<file path="src/rtl/lsu_pkg.sv">
// Shared definitions for the LSU data-memory port and the writeback-side load aligner.
package lsu_pkg;

  // RISC-V load/store funct3 encodings (size in [1:0], unsigned flag in [2])
  localparam logic [2:0] F3_LB      = 3'b000;
  localparam logic [2:0] F3_LH      = 3'b001;
  localparam logic [2:0] F3_LW      = 3'b010;
  localparam logic [2:0] F3_LD      = 3'b011;
  localparam logic [2:0] F3_LBU     = 3'b100;
  localparam logic [2:0] F3_LHU     = 3'b101;
  localparam logic [2:0] F3_LWU     = 3'b110;
  localparam logic [2:0] F3_ILLEGAL = 3'b111;

  // Width of the REQ+RESP cycle counter; bounds the usable timeout to 255
  localparam int TIMEOUT_W = 8;

  typedef enum logic [1:0] {
    IDLE = 2'd0,
    REQ  = 2'd1,
    RESP = 2'd2,
    DONE = 2'd3
  } lsu_port_state_t;

  // Number of bytes touched by an access with the given funct3
  function automatic logic [3:0] access_bytes(input logic [2:0] f3);
    return 4'd1 << f3[1:0];
  endfunction

endpackage

</file>
<file path="src/rtl/lsu_mem_port_load_align.sv">
// Combinational load aligner: shifts the addressed lanes down and sign/zero-extends.
module load_align
  import lsu_pkg::*;
#(
  parameter int N = 64
) (
  input  logic [N-1:0] rdata_i,
  input  logic [2:0]   byte_off_i,
  input  logic [2:0]   funct3_i,
  output logic [N-1:0] result_o
);

  logic [N-1:0] shifted;

  assign shifted = rdata_i >> {byte_off_i, 3'b000};

  // Pick the access width and extension kind from funct3
  always_comb begin
    result_o = shifted;
    case (funct3_i)
      F3_LB:   result_o = {{(N-8){shifted[7]}}, shifted[7:0]};
      F3_LBU:  result_o = {{(N-8){1'b0}}, shifted[7:0]};
      F3_LH:   result_o = {{(N-16){shifted[15]}}, shifted[15:0]};
      F3_LHU:  result_o = {{(N-16){1'b0}}, shifted[15:0]};
      F3_LW:   result_o = {{(N-32){shifted[31]}}, shifted[31:0]};
      F3_LWU:  result_o = {{(N-32){1'b0}}, shifted[31:0]};
      F3_LD:   result_o = shifted;
      default: result_o = shifted;
    endcase
  end

endmodule

</file>
<file path="src/rtl/lsu_mem_port.sv">
// Bus-side stage behind the LSU: runs one request/response transaction per
// operation, stalls the pipeline meanwhile and reports errors/timeouts as faults.
module lsu_mem_port
  import lsu_pkg::*;
#(
  parameter int N       = 64,
  parameter int BYTES   = N / 8,
  parameter int TIMEOUT = 255
) (
  input  logic             clk,
  input  logic             rst_n,
  input  logic             start,
  input  logic             is_load,
  input  logic [2:0]       funct3,
  input  logic [N-1:0]     addr,
  input  logic [N-1:0]     wdata,
  input  logic [BYTES-1:0] wmask,
  output logic             busy,
  output logic             done,
  output logic [N-1:0]     load_result,
  output logic             fault,
  output logic             mem_req,
  output logic             mem_we,
  output logic [N-1:0]     mem_addr,
  output logic [N-1:0]     mem_wdata,
  output logic [BYTES-1:0] mem_be,
  input  logic             mem_gnt,
  input  logic             mem_rvalid,
  input  logic [N-1:0]     mem_rdata,
  input  logic             mem_err
);

  lsu_port_state_t      state_q;
  logic [TIMEOUT_W-1:0] cnt_q;
  logic [TIMEOUT_W-1:0] cnt_d;
  logic                 isLoad_q;
  logic [2:0]           funct3_q;
  logic [2:0]           byteOff_q;
  logic [N-1:0]         addr_q;
  logic [N-1:0]         wdata_q;
  logic [BYTES-1:0]     be_q;
  logic [N-1:0]         result_q;
  logic                 fault_q;

  logic [N-1:0]         alignedLoad;
  logic                 respNow;
  logic                 timeoutHit;

  load_align #(.N(N)) u_align (
    .rdata_i    (mem_rdata),
    .byte_off_i (byteOff_q),
    .funct3_i   (funct3_q),
    .result_o   (alignedLoad)
  );

  assign cnt_d      = cnt_q + {{(TIMEOUT_W-1){1'b0}}, 1'b1};
  assign timeoutHit = (cnt_d == TIMEOUT_W'(TIMEOUT));

  // A grant that arrives together with rvalid already counts as the response
  assign respNow = ((state_q == REQ) && mem_gnt && mem_rvalid) ||
                   ((state_q == RESP) && mem_rvalid);

  // Transaction FSM together with the capture, counter and result registers
  always_ff @(posedge clk or negedge rst_n) begin
    if (!rst_n) begin
      state_q   <= IDLE;
      cnt_q     <= '0;
      isLoad_q  <= 1'b0;
      funct3_q  <= '0;
      byteOff_q <= '0;
      addr_q    <= '0;
      wdata_q   <= '0;
      be_q      <= '0;
      result_q  <= '0;
      fault_q   <= 1'b0;
    end else begin
      case (state_q)
        IDLE, DONE: begin
          if (start) begin
            isLoad_q  <= is_load;
            funct3_q  <= funct3;
            byteOff_q <= addr[2:0];
            addr_q    <= {addr[N-1:3], 3'b000};
            wdata_q   <= wdata;
            be_q      <= is_load ? {BYTES{1'b1}} : wmask;
            cnt_q     <= '0;
            if (is_load && (funct3 == F3_ILLEGAL)) begin
              state_q  <= DONE;
              fault_q  <= 1'b1;
              result_q <= '0;
            end else begin
              state_q <= REQ;
            end
          end else begin
            state_q <= IDLE;
          end
        end
        REQ, RESP: begin
          cnt_q <= cnt_d;
          if (respNow) begin
            state_q  <= DONE;
            fault_q  <= mem_err;
            result_q <= (mem_err || !isLoad_q) ? '0 : alignedLoad;
          end else if (timeoutHit) begin
            state_q  <= DONE;
            fault_q  <= 1'b1;
            result_q <= '0;
          end else if ((state_q == REQ) && mem_gnt) begin
            state_q <= RESP;
          end
        end
        default: state_q <= IDLE;
      endcase
    end
  end

  assign busy        = (state_q == REQ) || (state_q == RESP);
  assign done        = (state_q == DONE);
  assign fault       = fault_q;
  assign load_result = result_q;
  assign mem_req     = (state_q == REQ);
  assign mem_we      = (state_q == REQ) && !isLoad_q;
  assign mem_addr    = addr_q;
  assign mem_wdata   = wdata_q;
  assign mem_be      = be_q;

endmodule

</file>
<file path="config.mk">
export PLATFORM = sky130hd
export DESIGN_NAME = lsu_mem_port
export DESIGN_NICKNAME = d
export VERILOG_FILES = /design/src/rtl/lsu_pkg.sv /design/src/rtl/lsu_mem_port_load_align.sv /design/src/rtl/lsu_mem_port.sv
export SDC_FILE = /design/constraint.sdc
export NUM_CORES = 1
export LEC_CHECK = 0
export BUFFER_PORTS_ARGS = -buffer_cell sky130_fd_sc_hd__buf_2
export CAP_MARGIN = 10
export CORE_AREA = 2 2 162 164
export DETAILED_ROUTE_END_ITERATION = 8
export DIE_AREA = 0 0 164 166
export PLACE_DENSITY = 0.7
export SLEW_MARGIN = 20
export SYNTH_ARGS = -nofsm -noshare
export SYNTH_HDL_FRONTEND = slang
export SYNTH_SLANG_ARGS = --single-unit
</file>
<file path="constraint.sdc">
create_clock -name clk -period 2.66 [get_ports clk]
set_clock_uncertainty 0.2 [all_clocks]
set_input_delay 0.266 -clock clk [delete_from_list [all_inputs] [get_ports clk]]
set_output_delay 0.266 -clock clk [all_outputs]
set_load 0.005 [all_outputs]
</file>
* After elaboration in Yosys (flattened, before gate mapping)
Cells that the tools add are included.
** Storage, ports and cells
- Flip-flop bits (word level) :: 215
- Bits of input ports :: 210
- Output and inout port bits :: 205
- Logic and storage cells :: 62
** Cells by class
- Add/subtract/negate cells :: 1
- Equal/unequal tests :: 14
- Shift operators :: 1
- Muxes and demuxes :: 21
- Reduce and logical (&&, ||, !) cells :: 15
** Operators with widths (number)
- one-hot mux 64 bit (6 select lines) :: 1
- 2-to-1 mux 64 bit :: 5
- one-hot mux 64 bit (2 select lines) :: 1
- >> shifter 64 x 6 -> 64 bit :: 1
- 2-to-1 mux 8 bit :: 2
- one-hot mux 8 bit (2 select lines) :: 1
- equality test 3 bit, second input constant :: 4
- 2-to-1 mux 2 bit :: 5
- adder 8 x 1 -> 8 bit, second input constant :: 1
- equality test 8 bit, second input constant :: 1
- logical AND 1 bit :: 5
- equality test 2 bit, second input constant :: 2
- 2-to-1 mux 1 bit :: 4
- inequality test 2 bit, second input constant :: 2
- inequality test 4 bit, second input constant :: 1
- one-hot mux 2 bit (2 select lines) :: 1
- OR reduction 2 bit :: 2
- equality test 3 x 1 -> 1 bit, second input constant :: 1
- equality test 3 x 2 -> 1 bit, second input constant :: 1
- logical NOT 3 bit :: 1
- logical OR 1 bit :: 3
- inequality test 3 bit, second input constant :: 1
- AND reduction 3 bit :: 1
- equality test 2 x 1 -> 1 bit, second input constant :: 1
- 4 further kinds :: 4

* Logic depth before layout (Yosys ltp)
Gate-level depths: netlist (run 1).
- Depth in word-level cells :: 6
- Gate-level depth with buffers :: 10
- Depth with buffers taken out :: 7

* Modules after synthesis
Synthesis (run 1) repeated with hierarchy kept, for this count alone.
** Unflattened totals
- Cells, all modules :: 969
- Area, all modules :: 11428.5 um^2
** By module, submodules not included
- lsu_mem_port :: times used 1, cells each 692, area an instance 9168.8 um^2, sequential area each 5380.2 um^2
- load_align :: times used 1, cells each 277, area an instance 2259.7 um^2, sequential area each 0.0 um^2

* Worst setup path after synthesis (run 1)
OpenSTA, ideal clock, no wires.
- Path type :: register to register
- Start :: register state_q[0]
- End :: register wdata_q[16] (netlist: mem_wdata[16])
- Setup time :: 0.125 ns
- Arrival :: 1.987 ns
- Required time :: 2.335 ns
- Setup slack :: 0.348 ns
- Cell stages (with the launch flop) :: 8
- Buffers on the path :: 3
- Clock period less this slack :: 2.312 ns
- Cell sequence :: dfrtp_1 > inv_1 > ha_1 > clkbuf_1 > nand2_1 > clkbuf_1 > clkbuf_1 > mux2_2
** On the way
- Longest elaborated chain between the ends :: 3
- Elaborated cells on any way between the ends :: 4
- Classes of those cells :: eq/ne (1); reduce/logical (3)
** RTL lines
- from (decl) :: RTL line lsu_mem_port.sv:33 : lsu_port_state_t state_q;
- from (signal assigned) :: RTL line lsu_mem_port.sv:66 : state_q <= IDLE;
- from (signal assigned) :: RTL line lsu_mem_port.sv:88 : state_q <= DONE;
- from (signal assigned) :: RTL line lsu_mem_port.sv:92 : state_q <= REQ;
- equality test 2 bit or logical NOT 2 bit (tied branches) :: RTL line lsu_mem_port.sv:77 : case (state_q)
- OR reduction 2 bit (*) :: RTL line lsu_mem_port.sv:77
- AND reduction 2 bit (no line) (*)
- to (signal assigned) :: RTL line lsu_mem_port.sv:84 : wdata_q <= wdata;
- to (decl) :: RTL line lsu_mem_port.sv:40 : logic [N-1:0] wdata_q;
Every way passes the cells marked *; elsewhere a longest branch is shown, timed or not.
A chain may end at the register's enable or synchronous reset.

* Worst setup path after layout (run 1)
- Start :: register byteOff_q[0]
- End :: register result_q[62] (netlist: load_result[62])
** On the way
- Longest elaborated chain between the ends :: 5
** RTL lines
- from (decl) :: RTL line lsu_mem_port.sv:38 : logic [2:0] byteOff_q;
- from (signal assigned) :: RTL line lsu_mem_port.sv:82 : byteOff_q <= addr[2:0];
- >> shifter 64 x 6 -> 64 bit :: RTL line lsu_mem_port_load_align.sv:15 : assign shifted = rdata_i >> {byte_off_i, 3'b000};
- one-hot mux 64 bit (6 select lines) :: RTL line lsu_mem_port_load_align.sv:20 : case (funct3_i)
- 2-to-1 mux 64 bit :: RTL line lsu_mem_port.sv:103 : result_q <= (mem_err || !isLoad_q) ? '0 : alignedLoad;
- 2-to-1 mux 64 bit :: RTL line lsu_mem_port.sv:100 : if (respNow) begin
- one-hot mux 64 bit (2 select lines) :: RTL line lsu_mem_port.sv:77
- to (signal assigned) :: RTL line lsu_mem_port.sv:103
- to (decl) :: RTL line lsu_mem_port.sv:42 : logic [N-1:0] result_q;
No other way between the ends.

==> run metrics, run 1 <==
outcome completed; DPL Wire Length between 20000 and 25000 um; crit path kind flop to flop; crit-path max FO 25; grt ovf 0; minimum clock period after layout around 2500 ps; measured slew at the worst slew-check pin between 500 and 600 ps; RSZ-0062 raised after global routing false; Synth Register Bits approximately 220; Die W 164 um; Post-synth top flop dfrtp_1; Avg WL per Cell about 20 um; hold crit path type primary input to flop; Slew HR 0.611; DRC 0; crit end category flop; Detailed Routing Iterations Pass 1 5; share of layout cells above drive strength 1 0.472; post-route ant nets 0; initial antenna violation count 2; share of the synthesized area in the top cell type 0.523; WL final ~35000 um; CP arrival ~2700 ps; first-pass GRT wire length approximately 55000 um; post-synthesis sequential area ratio 0.523; clock root buffer master clkbuf_16; fmax around 390 MHz; Final Hold Viols 0; Post-synth EDFFs 0; Ports 415; # resized after CTS 0; number of global-route vias before repair 9897; clk_lat worst skew roughly 520 ps; num rows just under 60; full die area about 27000 um2; Critical Path Source Type flop; CTS sink cnt between 200 and 250; Netlist cell types 54; Mapped Area 10300 um2; placeable core area ~26000 um2; CTS tree yes; flop2flop setup slack around 130 ps; Fillers 2004; Pleak ~7.4 nW; VDD IR max approximately 0.8 mV; GPL Wtd Cong between 0.8 and 0.9; Net count, final 1598; H-tree levels 1; Clock Tree Buf Depth 3; Area Growth Syn to Fin 48.2%; asr flop ratio synth 1.00; port bufs slightly above 400; Die Ht approximately 170 um; pwr/cell area 1160 nW/um2; final slew viol count 0; total CTS buffers 25; Synth Warn # 0; Mapped Cells 816; Tcrit/Tclk final 0.953; Synth area leaders dfrtp_1 52%, mux2_2 15%, mux4_2 6.3%; Max Cap Viol 0; Data required, critical path roughly 2900 ps; Setup TNS 0 ps; initial DRC count between 600 and 700; Avg Cell Area, Syn roughly 13 um2; pin count of the biggest net entering global routing 69; Placement Setup Slack about 140 ps; Initial Util 0.402; vias after detailed routing 9276; Clk pin slew, worst setup/hold paths 60 ps; cell accounting for the most synthesized area dfrtp_1; count of final setup violators 0; vias per std cell ~5.3; setup ws final approximately 130 ps; Global Route Usage Sum 0.255
==> state kept, by name, indices dropped and copies added (netlist names) <==
signal,cells
load_result,64
mem_wdata,64
mem_addr,61
cnt_q,8
mem_be,8
byteOff_q,3
funct3_q,3
state_q,2
fault,1
isLoad_q,1
==> power breakdown <==
group,internal (mW),switching [mW]
Combinational,4.23,4.21
Clock,2.23,1.38
Sequential,4.71,0.924
==> cells in the mapped netlist (8+ instances only) <==
| library cell | count |
|---|---|
| nor2_1 | 26 |
| a21oi_1 | 12 |
| mux4_2 | 29 |
| mux2i_1 | 19 |
| o2bb2ai_1 | 22 |
| clkbuf_1 | 37 |
| dfrtp_1 | 215 |
| nand3_1 | 24 |
| mux2_2 | 136 |
| o21ai_0 | 54 |
| o21a_1 | 8 |
| a22o_1 | 50 |
| buf_2 | 11 |
| nand2_1 | 79 |
==> what timing repair did <==
item | in CTS | in global routing
endpoints found under the hold margin | 318 | 0
hold buffers | 157 | 0
buffers inserted | 0 | 0
==> metal layers <==
metal / wire length (um) / track usage
met4: 1690 / 0.110
met3: 2430 / 0.0522
met2: 17900 / 0.443
met5: 16 / 0
met1: 13100 / 0.304
==> stage by stage <==
| stage | total power, mW | instance area, um2 | std cells | util | hold slack [ps] |
|---|---|---|---|---|---|
| 3_5_place_dp | 13.8 | 12800 | 1534 | 0.500 | 66.7 |
| 6_report | 17.7 | 15200 | 1737 | 0.595 | 31.0 |
| 4_1_cts | 17.6 | 15200 | 1736 | 0.595 | 0.445 |
| 5_1_grt | 18.8 | 15200 | 1736 | 0.595 | 38.2 |
| 2_1_floorplan | 10.7 | 10300 | 818 | - | -230 |
| 3_3_place_gp | 13.5 | 12800 | 1534 | 0.500 | 60.3 |
==> layout make-up <==
cell class                 count  area, um2  share of cell area
clock buffer                  35        703              0.0461
inverter                       8       30.0             0.00197
clock inverter                10        159              0.0104
antenna                        1       2.50            0.000164
sequential                   215       5390               0.353
timing repair buffer         605       4030               0.264
multi-input combinational    528       4520               0.296
tap                          335        419              0.0275
==> cell usage in the layout (no fill, tap or decap), drive strengths merged, types with 2 or more instances in the layout <==
master | synthesis | layout
o21ai | 55 | 55
a22oi | 2 | 2
dlygate4sd3 | 0 | 157
buf | 30 | 448
nor2b | 7 | 7
nand2b | 3 | 3
and2 | 3 | 3
a31oi | 3 | 3
o21a | 8 | 8
mux2i | 19 | 19
nand4 | 2 | 2
or3 | 2 | 2
o2bb2ai | 22 | 22
inv | 7 | 8
mux4 | 29 | 29
clkinvlp | 0 | 2
a22o | 50 | 50
a211oi | 3 | 3
a21oi | 12 | 12
or2 | 2 | 2
mux2 | 143 | 143
nor2 | 26 | 26
clkinv | 1 | 4
conb | 1 | 3
bufinv | 0 | 4
nand3 | 24 | 24
and3 | 2 | 2
xor2 | 3 | 3
clkbuf | 37 | 35
o41ai | 2 | 2
ha | 5 | 5
nand2 | 79 | 79
dfrtp | 215 | 215
a221o | 7 | 7
==> worst max-delay path: stages, from the launching register on <==
cell,delay [ps]
dfrtp_4,560
mux2_1,370
and2_1,180
o311ai_1,400
a31oi_4,240
buf_12,220
a22o_1,230
==> path summary, 6_finish.rpt <==
check / endpoint / cells after the start / from
max in group asynchronous: mem_wdata[25] / 3 / rst_n
setup reg to reg: load_result[62] / 6 / byteOff_q[0]
setup / recovery: load_result[62] / 6 / byteOff_q[0]
hold reg to reg: load_result[2] / 1 / load_result[2]
min in group asynchronous: mem_wdata[42] / 2 / rst_n
hold / removal: load_result[56] / 4 / mem_rdata[56]
==> cells by family after synthesis <==
family,count (synthesis),synth area share
AO/OA/AOI/OAI,173,0.124
flip-flops,215,0.523
AND/OR/NAND/NOR,153,0.0659
other,1,0.000364
adder cells (fa/ha/maj),5,0.00608
XOR/XNOR,3,0.00255
multiplexers,191,0.238
buffers and inverters,75,0.0400
No activity file was read; power rests on OpenSTA's default activity.
==> run 2: changes to the inputs <==
--- a/config.mk
+++ b/config.mk
@@ -7,10 +7,11 @@
 export LEC_CHECK = 0
 export BUFFER_PORTS_ARGS = -buffer_cell sky130_fd_sc_hd__buf_2
 export CAP_MARGIN = 10
-export CORE_AREA = 2 2 162 164
+export CORE_AREA = 2 2 160 162
+export CTS_BUF_LIST = sky130_fd_sc_hd__clkbuf_4
 export DETAILED_ROUTE_END_ITERATION = 8
-export DIE_AREA = 0 0 164 166
-export PLACE_DENSITY = 0.7
+export DIE_AREA = 0 0 162 164
+export PLACE_DENSITY = 0.71
 export SLEW_MARGIN = 20
 export SYNTH_ARGS = -nofsm -noshare
 export SYNTH_HDL_FRONTEND = slang
==> run metrics, run 2 (same netlist as run 1, synthesis figures left out) <==
port bufs approximately 410; DP Cell Count 1525; final slew viol count 0; num rows 58; reg2reg start byteOff_q[0]; Die Ht approximately 160 um; Initial Util 0.415; Placement Setup Slack slightly below 200 ps; RSZ-0062 raised after global routing false; Slowest cell on crit path dfrtp_4; grt ovf 0; crit end category flop; crit-path max FO 32; total CTS buffers just under 60; GPL Wtd Cong 0.845; fmax ~400 MHz; Global Route Usage Sum 0.262; Cell Area, Placed between 10000 and 15000 um2; most frequent cell on the critical path buf_12; initial DRC count slightly above 600; post-route ant nets 0; post-route cell area 15600 um2; count of final setup violators 0; number of global-route vias before repair 10100; Fillers roughly 1900; pin count of the biggest net entering global routing between 70 and 80; crit path kind flop to flop; Hold Startpoint mem_rdata[12]; Clock Tree Buf Depth 3; Hold Path Sink load_result[12]; Comb power frac 0.504; Critical Path Source Type flop; clk_lat worst skew approximately 670 ps; Area Growth Syn to Fin 51.9%; Detailed Routing Iterations Pass 1 5; Data required, critical path around 3000 ps; most frequent cells in the layout 410 x buf_2, 213 x dfrtp_1, 193 x dlygate4sd3_1; WL final about 36000 um; worst path cell trace buf_12 > mux2_1 > and2_1 > o311ai_1 > a31oi_4 > buf_12 > a22o_1; minimum clock period after layout around 2600 ps; R2R depth 7; clock group share of total power 0.177; Crit Reg-Reg Endpoint load_result[62]; CP max stage delay ~520 ps; Net Sw Power roughly 6.7 mW; hold path depth 5; Ports roughly 420; CTS tree yes; measured slew at the worst slew-check pin between 500 and 600 ps; Pleak approximately 7.6 nW; flop2flop setup slack 90 ps; Clk pin slew, worst setup/hold paths around 60 ps; clock root buffer master clkbuf_4; Tcrit/Tclk final 0.965; pwr/cell area between 1000 and 1500 nW/um2; VDD IR max between 0.8 and 0.9 mV; Net Sw Frac 0.380; hold slack 45.2 ps; sequential power share 0.319; full die area around 27000 um2; CTS sink cnt between 200 and 250; Setup TNS 0 ps; Net count, final 1668; DPL Wire Length 23600 um; setup ws final roughly 93 ps; leading cell type in the layout, fill and taps excluded buf_2; first-pass GRT wire length about 54000 um; CP arrival approximately 3000 ps; Max Cap Viol 0; vias after detailed routing around 9600; placeable core area approximately 25000 um2; Final Hold Viols 0; Slew HR 0.654; Internal Power 10.9 mW; non-filler cells, final approximately 1800; vias per std cell about 5.2; outcome completed; Avg WL per Cell around 20 um; share of layout cells above drive strength 1 0.481; Die W 162 um; DRC 0; initial antenna violation count 6; hold crit path type primary input to flop; H-tree levels 2
==> run 2: how the worst max path moves through the flow <==
stage,from,end,slack (ps),cells after the start
finish,byteOff_q[0],load_result[62],90,7
global route,byteOff_q[2],load_result[8],2,6
floorplan,state_q[0],mem_wdata[16],350,7
detailed placement,byteOff_q[0],load_result[62],190,6
global placement,byteOff_q[0],load_result[62],270,6
CTS,byteOff_q[0],load_result[8],50,7
==> run 2: power groups by stage <==
| stage | Clock [mW] | Combinational (mW) | Sequential [mW] |
|---|---|---|---|
| 6_report | 3.12 | 8.86 | 5.62 |
| 5_1_grt | 3.39 | 9.58 | 5.76 |
| 4_1_cts | 3.16 | 8.60 | 5.54 |
| 3_5_place_dp | 0 | 8.23 | 5.58 |
| 3_3_place_gp | 0 | 8.07 | 5.51 |
| 2_1_floorplan | 0 | 5.14 | 5.55 |
==> run 2: final cells by class <==
class                           instances  area (um2)  share of cell area
Antenna cell                            6        15.0            0.000961
Clock buffer                           93         698              0.0447
Clock inverter                         13        81.3             0.00520
Inverter                                8        30.0             0.00192
Multi-Input combinational cell        528        4520               0.289
Sequential cell                       215        5390               0.345
Tap cell                              330         413              0.0264
Timing Repair Buffer                  641        4480               0.287
==> run 2: per-layer routing <==
metal | part of all wire | vias up | GRT usage
li1 | - | 4321 | -
met1 | 0.37 | 4656 | 0.298
met2 | 0.51 | 492 | 0.454
met3 | 0.084 | 110 | 0.0816
met4 | 0.043 | 2 | 0.119
met5 | 0.00045 | - | 0
==> run 2: through the flow <==
| step | utilization | power, mW |
|---|---|---|
| 2_1_floorplan | - | 10.7 |
| 6_report | 0.630 | 17.6 |
| 3_3_place_gp | 0.516 | 13.6 |
| 3_5_place_dp | 0.516 | 13.8 |
| 4_1_cts | 0.627 | 17.3 |
| 5_1_grt | 0.630 | 18.7 |
==> run 2: repair_timing <==
action | in CTS | in global routing
hold buffers | 194 | 0
endpoints found under the hold margin | 404 | 0
gates resized for setup | 0 | 2
buffers inserted | 0 | 2
endpoints found under the setup margin | 0 | 3
==> run 2: critical path: cells and delay by family, from the launching register on <==
kind	cells	cell delay (ps)
AND/OR/NAND/NOR	1	190
flip-flops	1	520
buffers and inverters	2	360
multiplexers	1	340
AO/OA/AOI/OAI	3	820
